===== src/rtl/sipo_pkg.sv =====
// Shared types and defaults for the serial-in / parallel-out deserializer.
// Latency: n/a (types only).
// Backpressure: n/a (types only).
package sipo_pkg;

    // Deserializer control states. PARITY is only entered when SIPO_PARITY_EN
    // is defined, but the encoding is kept fixed so both builds share one type.
    typedef enum logic [1:0] {
        COLLECT = 2'd0,
        PARITY  = 2'd1,
        HOLD    = 2'd2
    } sipo_state_t;

    localparam int DEF_WIDTH = 4;

endpackage


===== src/rtl/sipo_shift_reg.sv =====
// Serial-to-parallel shift register with synchronous clear.
// Latency: a shifted bit is visible on q one cycle after shift_en; nxt shows the post-shift value combinationally.
// Backpressure: none; shifts whenever shift_en is high, clr has priority.
//
// Ports:
//   clk, rst_n  clock and asynchronous active-low reset
//   shift_en    shift sin into the register this cycle
//   clr         discard contents (synchronous, wins over shift_en)
//   sin         serial input bit
//   q           current register contents
//   nxt         value q takes if shift_en is high this cycle
module sipo_shift_reg
    import sipo_pkg::*;
#(
    parameter int WIDTH     = DEF_WIDTH,
    parameter bit MSB_FIRST = 1'b0
) (
    input  logic             clk,
    input  logic             rst_n,
    input  logic             shift_en,
    input  logic             clr,
    input  logic             sin,
    output logic [WIDTH-1:0] q,
    output logic [WIDTH-1:0] nxt
);

    logic [WIDTH-1:0] sr;

    // LSB-first: bits enter at the top and walk down, so the first bit ends in [0].
    // MSB-first: bits enter at the bottom and walk up, so the first bit ends in [WIDTH-1].
    generate
        if (MSB_FIRST) begin : g_msb
            assign nxt = {sr[WIDTH-2:0], sin};
        end else begin : g_lsb
            assign nxt = {sin, sr[WIDTH-1:1]};
        end
    endgenerate

    always_ff @(posedge clk or negedge rst_n) begin
        if (!rst_n) begin
            sr <= '0;
        end else if (clr) begin
            sr <= '0;
        end else if (shift_en) begin
            sr <= nxt;
        end
    end

    assign q = sr;

endmodule


===== src/rtl/sipo_deser.sv =====
// Serial-in, parallel-out deserializer, double-buffered (shift register + output register).
// Latency: p_valid rises on the edge that accepts the last bit of a frame.
// Backpressure: if the output register is still full when a frame completes, s_ready drops until p_ready drains it.
//
// Optional feature macro: SIPO_PARITY_EN -- each word is followed by one even-parity
// bit and p_err = ^{word, parity_bit} travels with p_data. Undefined: p_err is tied 0.
//
// Ports:
//   clk, rst_n        clock and asynchronous active-low reset
//   clr               synchronous abort of the partially collected (or held) word
//   s_valid/s_ready   serial bit handshake, s_data is the bit
//   p_valid/p_ready   parallel word handshake, p_data is the word
//   p_err             parity error flag for the word on p_data
module sipo_deser
    import sipo_pkg::*;
#(
    parameter int WIDTH     = DEF_WIDTH,
    parameter bit MSB_FIRST = 1'b0
) (
    input  logic             clk,
    input  logic             rst_n,
    input  logic             clr,
    input  logic             s_valid,
    input  logic             s_data,
    output logic             s_ready,
    output logic [WIDTH-1:0] p_data,
    output logic             p_valid,
    input  logic             p_ready,
    output logic             p_err
);

    localparam int            CW       = (WIDTH > 1) ? $clog2(WIDTH) : 1;
    localparam logic [CW-1:0] LAST_BIT = CW'(WIDTH - 1);

    sipo_state_t      state;
    logic [CW-1:0]    cnt;
    logic [WIDTH-1:0] sr_q;
    logic [WIDTH-1:0] sr_nxt;
    logic             accept;
    logic             last_bit;
    logic             slot_free;
    logic             shift_en;

    assign accept    = s_valid && s_ready;
    assign last_bit  = (cnt == LAST_BIT);
    // The output register can take a new word if it is empty or being drained this edge.
    assign slot_free = !p_valid || p_ready;
    // Only data bits shift; a parity bit is consumed without disturbing the word.
    assign shift_en  = accept && (state == COLLECT);

    sipo_shift_reg #(
        .WIDTH     (WIDTH),
        .MSB_FIRST (MSB_FIRST)
    ) u_shift_reg (
        .clk      (clk),
        .rst_n    (rst_n),
        .shift_en (shift_en),
        .clr      (clr),
        .sin      (s_data),
        .q        (sr_q),
        .nxt      (sr_nxt)
    );

`ifdef SIPO_PARITY_EN
    logic perr_q;
    logic perr_hold;   // parity result of a word parked in the shift register
    logic perr_calc;

    assign perr_calc = ^{sr_q, s_data};
    assign p_err     = perr_q;
`else
    assign p_err = 1'b0;
`endif

    always_ff @(posedge clk or negedge rst_n) begin
        if (!rst_n) begin
            state   <= COLLECT;
            s_ready <= 1'b1;
            cnt     <= '0;
            p_data  <= '0;
            p_valid <= 1'b0;
`ifdef SIPO_PARITY_EN
            perr_q    <= 1'b0;
            perr_hold <= 1'b0;
`endif
        end else begin
            // Drain by default; any load below overrides this on the same edge.
            if (p_valid && p_ready) begin
                p_valid <= 1'b0;
            end

            if (clr) begin
                // Drops the partial word, or the held word in HOLD; output side untouched.
                cnt     <= '0;
                state   <= COLLECT;
                s_ready <= 1'b1;
            end else begin
                case (state)
                    COLLECT: begin
                        if (accept) begin
                            if (last_bit) begin
                                cnt <= '0;
`ifdef SIPO_PARITY_EN
                                state <= PARITY;
`else
                                if (slot_free) begin
                                    p_data  <= sr_nxt;
                                    p_valid <= 1'b1;
                                end else begin
                                    state   <= HOLD;
                                    s_ready <= 1'b0;
                                end
`endif
                            end else begin
                                cnt <= cnt + 1'b1;
                            end
                        end
                    end

                    PARITY: begin
`ifdef SIPO_PARITY_EN
                        if (accept) begin
                            if (slot_free) begin
                                p_data  <= sr_q;
                                p_valid <= 1'b1;
                                perr_q  <= perr_calc;
                                state   <= COLLECT;
                            end else begin
                                perr_hold <= perr_calc;
                                state     <= HOLD;
                                s_ready   <= 1'b0;
                            end
                        end
`else
                        state   <= COLLECT;
                        s_ready <= 1'b1;
`endif
                    end

                    HOLD: begin
                        // The completed word waits in the shift register until the
                        // output register drains; p_valid stays high across the swap.
                        if (p_valid && p_ready) begin
                            p_data  <= sr_q;
                            p_valid <= 1'b1;
`ifdef SIPO_PARITY_EN
                            perr_q  <= perr_hold;
`endif
                            state   <= COLLECT;
                            s_ready <= 1'b1;
                        end
                    end

                    default: begin
                        state   <= COLLECT;
                        s_ready <= 1'b1;
                    end
                endcase
            end
        end
    end

endmodule


===== config.mk =====
export PLATFORM = sky130hd
export DESIGN_NAME = sipo_deser
export DESIGN_NICKNAME = d
export VERILOG_FILES = /design/src/rtl/sipo_pkg.sv /design/src/rtl/sipo_shift_reg.sv /design/src/rtl/sipo_deser.sv
export SDC_FILE = /design/constraint.sdc
export NUM_CORES = 1
export LEC_CHECK = 0
export ABC_AREA = 1
export CORE_MARGIN = 4
export CORE_UTILIZATION = 35
export DETAILED_ROUTE_END_ITERATION = 12
export PLACE_DENSITY = 0.65
export SLEW_MARGIN = 30
export SYNTH_ARGS = -nofsm -noshare
export SYNTH_HDL_FRONTEND = slang
export SYNTH_HIERARCHICAL = 1
export SYNTH_SLANG_ARGS = --single-unit

===== constraint.sdc =====
create_clock -name clk -period 2.1 [get_ports clk]
set_input_delay 0.525 -clock clk [delete_from_list [all_inputs] [get_ports clk]]
set_output_delay 0.525 -clock clk [all_outputs]
set_load 0.02 [all_outputs]

Word level (Yosys, flattened, before mapping)
Cells that the tools add are included.
{"block": "op_classes", "addsub": 1, "n_eq_ne": 10, "n_mux": 30, "bitwise_logic": 1, "n_reduce_logical": 13}
{"op": "$mux W4", "count": 6}
{"op": "$mux W2", "count": 9}
{"op": "$ne A3 B3 Y1 const B", "count": 4}
{"op": "$mux W1", "count": 11}
{"op": "$ne A2 B2 Y1 const B", "count": 4}
{"op": "$pmux W4 S2", "count": 1}
{"op": "$reduce_bool A2 Y1", "count": 4}
{"op": "$reduce_and A6 Y1", "count": 1}
{"op": "$eq A2 B2 Y1 const B", "count": 2}
{"op": "$pmux W1 S2", "count": 2}
{"op": "$pmux W2 S2", "count": 1}
{"op": "$reduce_and A4 Y1", "count": 1}
{"op": "$logic_and A1 B1 Y1", "count": 3}
{"op": "$add A2 B1 Y2 const B", "count": 1}
{"op": "$logic_not A2 Y1", "count": 1}
{"op": "$reduce_and A2 Y1", "count": 1}
{"op": "$logic_not A1 Y1", "count": 1}
{"op": "$logic_or A1 B1 Y1", "count": 1}
{"op": "$not A1 Y1", "count": 1}
{"block": "word_totals", "reg_bits": 14, "in_bits": 6, "output_inout_bits": 7, "word_cells": 61}

Longest topological paths before layout
Gate-level depths: netlist of run 1.
{"block": "logic_depth", "depth_word": 7, "ltp_mapped": 6, "mapped_depth_nobuf": 6}

Hierarchy
Netlist of run 1, hierarchy kept.
{"mod": "sipo_deser", "n_inst": 1, "cells_each": 67, "area_each_um2": 531.8, "seq_area_each_um2": 226.5}
{"mod": "sipo_shift_reg", "n_inst": 1, "cells_each": 22, "area_each_um2": 190.2, "seq_area_each_um2": 100.1}

Worst setup path before layout of run 1
No wires, ideal clock.
{"block": "synth_timing", "path_kind": "flip-flop to flip-flop", "start": "register s_ready", "end": "register u_shift_reg.sr[2], in the netlist u_shift_reg/q[2]", "setup_time_ps": 117, "arrival_ps": 1139, "required_time_ps": 1983, "slack_ps": 845, "path_stages_with_launch": 6, "path_buffers": 0, "period_less_slack_ps": 1255, "cell_sequence": "dfstp_2 -> nand2_1 -> nor2_1 -> nor2_2 -> nand2_1 -> nand2_1"}
{"block": "synth_between", "elab_chain_cells": 3}
{"element": "start: declaration", "line_no": "sipo_deser.sv:25", "rtl": "output logic s_ready,"}
{"element": "start signal: assignment", "line_no": "sipo_deser.sv:78", "rtl": "s_ready <= 1'b1;"}
{"element": "start signal: assignment", "line_no": "sipo_deser.sv:96", "rtl": "s_ready <= 1'b1;"}
{"element": "start signal: assignment", "line_no": "sipo_deser.sv:111", "rtl": "s_ready <= 1'b0;"}
{"element": "$logic_and A1 B1 Y1", "line_no": "sipo_deser.sv:44", "rtl": "assign accept = s_valid && s_ready;"}
{"element": "$logic_and A1 B1 Y1", "line_no": "sipo_deser.sv:49", "rtl": "assign shift_en = accept && (state == COLLECT);"}
{"element": "net shift_en", "line_no": "sipo_deser.sv:42", "rtl": "logic shift_en;"}
{"element": "$reduce_bool A2 Y1 (no source line)"}
{"element": "end signal: assignment", "line_no": "sipo_shift_reg.sv:45", "rtl": "sr <= nxt;"}
{"element": "end: declaration", "line_no": "sipo_shift_reg.sv:27", "rtl": "logic [WIDTH-1:0] sr;"}
The timed path passes the listed nets, and every way through them passes these cells.
A chain may end at the register's enable or synchronous reset.

Worst setup path after layout of run 1
{"block": "layout_timing", "start": "register s_ready", "end": "output port s_ready"}
No word-level cell between the ends.

==> insert_results.sql, run 1 <==
INSERT INTO impl_metrics (metric_group, metric, value, unit) VALUES
('outcome', 'run_status', 'finished, final reports clean', ''),
('grt', 'gr-usage-all-layers', '11.0', '%'),
('clocking', 'post-cts-setup-buffers', '0', ''),
('place', 'port_buffers', '11', ''),
('sta', 'clock-skew-final', '0.00135', 'ns'),
('critical_path', 'timing.critical_path.arrival', '1.42', 'ns'),
('power_and_ir_drop', 'peakVddDrop', '248', 'µV'),
('yosys', 'synth-main-ff-cell', 'dfrtp_1', ''),
('sta', 'setup_ws', '0.153', 'ns'),
('yosys', 'yosysWarnings', '6', ''),
('yosys', 'synth_sequential_area_ratio', '45.2', '%'),
('sta', 'finalCritPeriodShare', '92.7', '%'),
('place', 'detailedPlacementHpwl', '995', 'µm'),
('detailed_routing', 'drt-wirelength-per-cell', '10.1', 'µm'),
('grt', 'grt_use_met1', '14.1', '%'),
('grt', 'grtUsageMet3', '1.69', '%'),
('sta', 'grt_setup_unrepaired', 'no', ''),
('floorplan', 'die-height', '53.4', 'µm'),
('place', 'placed_area', '810', 'µm²'),
('critical_path', 'worstPathMaxFanout', '4', ''),
('critical_path', 'element_type_at_the_critical_path_start', 'flop', ''),
('yosys', 'synthArstFlopShare', '100', '%'),
('layout', 'final_net_count', '105', ''),
('clocking', 'inserted_clock_buffers', '3', ''),
('critical_path', 'critPathBufInv', '1', ''),
('sta', 'final-max-slew-violation-count', '0', ''),
('detailed_routing', 'iter_0_drt_violations', '14', ''),
('layout', 'n_antenna_cell', '0', ''),
('grt', 'first_pass_grt_wire_length', '2.22', 'mm'),
('grt', 'grt_start_max_net_pins', '14', ''),
('sta', 'setup_total_negative_slack', '0', 'ns'),
('place', 'gp_routability_congestion', '0.832', ''),
('layout', 'fill_cells', '228', ''),
('power_and_ir_drop', 'power.leakage', '0.412', 'nW'),
('detailed_routing', 'num_vias', '553', ''),
('sta', 'timing_worst_slew_pin_value', '0.594', 'ns'),
('clocking', 'clockRootBuffer', 'clkbuf_4', ''),
('detailed_routing', 'detail_route.first_pass.iterations', '4', ''),
('yosys', 'yosys-top-cells-count', 'nand2_1 (32), dfrtp_1 (12), nand3_1 (8)', ''),
('detailed_routing', 'via_density_per_instance', '4.46', ''),
('critical_path', 'required_time_of_the_worst_setup_path', '1.57', 'ns'),
('layout', 'area_grow_syn2layout', '15.8', '%'),
('detailed_routing', 'drt.antenna.violating_nets', '0', ''),
('power_and_ir_drop', 'p_per_area', '600', 'nW/µm²'),
('sta', 'report.final.setup_viol', '0', ''),
('floorplan', 'floorplan.initialDensity', '36.8', '%'),
('grt', 'number_of_antenna_violations_at_the_first_check_in_global_routing', '0', ''),
('yosys', 'area_leader_netlist', 'dfrtp_1', ''),
('yosys', 'cell_types_occupying_the_most_area_after_synthesis', 'dfrtp_1 (42%), nand2_1 (17%), buf_4 (6.2%)', ''),
('grt', 'grt_pass1_vias', '527', ''),
('critical_path', 'crit_path_top_delay_cell', 'clkdlybuf4s50_1', ''),
('sta', 'slew_headroom', '60.3', '%'),
('layout', 'layout.area.seq', '327', 'µm²'),
('clocking', 'clkLatencyLatePin', '0.27', 'ns'),
('sta', 'hold_violations', '0', ''),
('layout', 'design_area', '836', 'µm²'),
('clocking', 'cts_max_path_buffers', '2', ''),
('critical_path', 'timing.critical_path.to_type', 'output port', ''),
('hold_path', 'hold_class', 'flop to flop', ''),
('floorplan', 'io_pins', '13', ''),
('clocking', 'cts_hold_repair.buffers', '0', ''),
('floorplan', 'design.core.area', '1960', 'µm²'),
('clocking', 'tritoncts', 'done', ''),
('sta', 'finalCriticalPeriod', '1.95', 'ns'),
('layout', 'instances_no_fill', '124', ''),
('yosys', 'yosysMostFrequentCell', 'nand2_1', ''),
('critical_path', 'crit_family', 'buffers and inverters', ''),
('power_and_ir_drop', 'total_power', '0.502', 'mW'),
('yosys', 'syn_area', '722', 'µm²'),
('yosys', 'synth_area_per_cell', '8.11', 'µm²'),
('detailed_routing', 'drt_drc_violations_left', '0', '');
==> sequential cells by signal, indices dropped and copies added, names as in the netlist <==
signal	flops
p_valid	1
u_shift_reg/q	4
state	1
s_ready	1
p_data	4
cnt	2
==> layout by cell type, fill, tap and decap left out <==
cell type / instances
ha_1: 1
nor2_2: 1
inv_1: 5
nand2_1: 32
dfrtp_1: 12
nand2_2: 3
inv_4: 1
nand3_1: 8
dfstp_2: 1
nor3_2: 1
clkbuf_4: 3
nand4_1: 4
clkdlybuf4s50_1: 11
nand3_4: 1
a21oi_1: 1
inv_2: 1
nor2_1: 4
conb_1: 1
o21ai_4: 1
clkbuf_1: 1
o21ai_1: 4
==> cells by family (layout without fill, tap and decap cells) <==
| kind of cell | Yosys count | count (layout) | synth area share, % |
|---|---|---|---|
| AO/OA/AOI/OAI | 6 | 6 | 5.72 |
| adder cells (fa/ha/maj) | 1 | 1 | 1.73 |
| buffers and inverters | 14 | 22 | 11.8 |
| flip-flops | 13 | 13 | 45.2 |
| other | 1 | 1 | 0.519 |
| AND/OR/NAND/NOR | 54 | 54 | 35.0 |
==> final timing paths <==
path                       slack (ns)                           end                         start  cells past startpoint
hold / removal                   0.48  u_shift_reg/q[0]$_DFFE_PN0P_  u_shift_reg/q[0]$_DFFE_PN0P_                      2
max in group asynchronous        1.09  u_shift_reg/q[3]$_DFFE_PN0P_                         rst_n                      1
setup / recovery                 0.15                       s_ready           s_ready$_DFFE_PN1P_                      1
setup reg to reg                 0.81  u_shift_reg/q[1]$_DFFE_PN0P_           s_ready$_DFFE_PN1P_                      5
hold reg to reg                  0.48  u_shift_reg/q[0]$_DFFE_PN0P_  u_shift_reg/q[0]$_DFFE_PN0P_                      2
min in group asynchronous        0.63             p_valid$_DFF_PN0_                         rst_n                      1
==> power breakdown <==
| group | switching [mW] | leakage, nW | total (mW) | internal (mW) |
|---|---|---|---|---|
| logic | 0.0429 | 0.224 | 0.0767 | 0.0338 |
| clock network | 0.0788 | 0.0150 | 0.152 | 0.0735 |
| registers | 0.00902 | 0.174 | 0.273 | 0.264 |
==> metrics by stage <==
| step | utilization, % | hold slack, ns |
|---|---|---|
| floorplan | - | 0.229 |
| global placement | 41.3 | 0.466 |
| detailed placement | 41.3 | 0.463 |
| CTS | 42.6 | 0.483 |
| global route | 42.6 | 0.512 |
| finish | 42.6 | 0.479 |
==> cell type report <==
class	instances	area share (%)
inverter	7	3.44
sequential	13	39.1
clock buffer	4	3.14
multi-input combinational	62	37.1
tap	27	4.04
timing repair buffer	11	13.2
==> per-layer routing <==
metal  share of wire, %  vias up
met4                2.2        0
li1                   -      295
met3                4.5        2
met2                 44       11
met5                  0        -
met1                 50      245
Power figures use the tool's default switching activity.
==> run 2: changes to the inputs <==
--- a/config.mk
+++ b/config.mk
@@ -6,6 +6,7 @@
 export NUM_CORES = 1
 export LEC_CHECK = 0
 export ABC_AREA = 1
+export ABC_CLOCK_PERIOD_IN_PS = 2100
 export CORE_MARGIN = 4
 export CORE_UTILIZATION = 35
 export DETAILED_ROUTE_END_ITERATION = 12
==> results of run 2 <==
Final layout, timing and power as in run 1 (identical DEF).
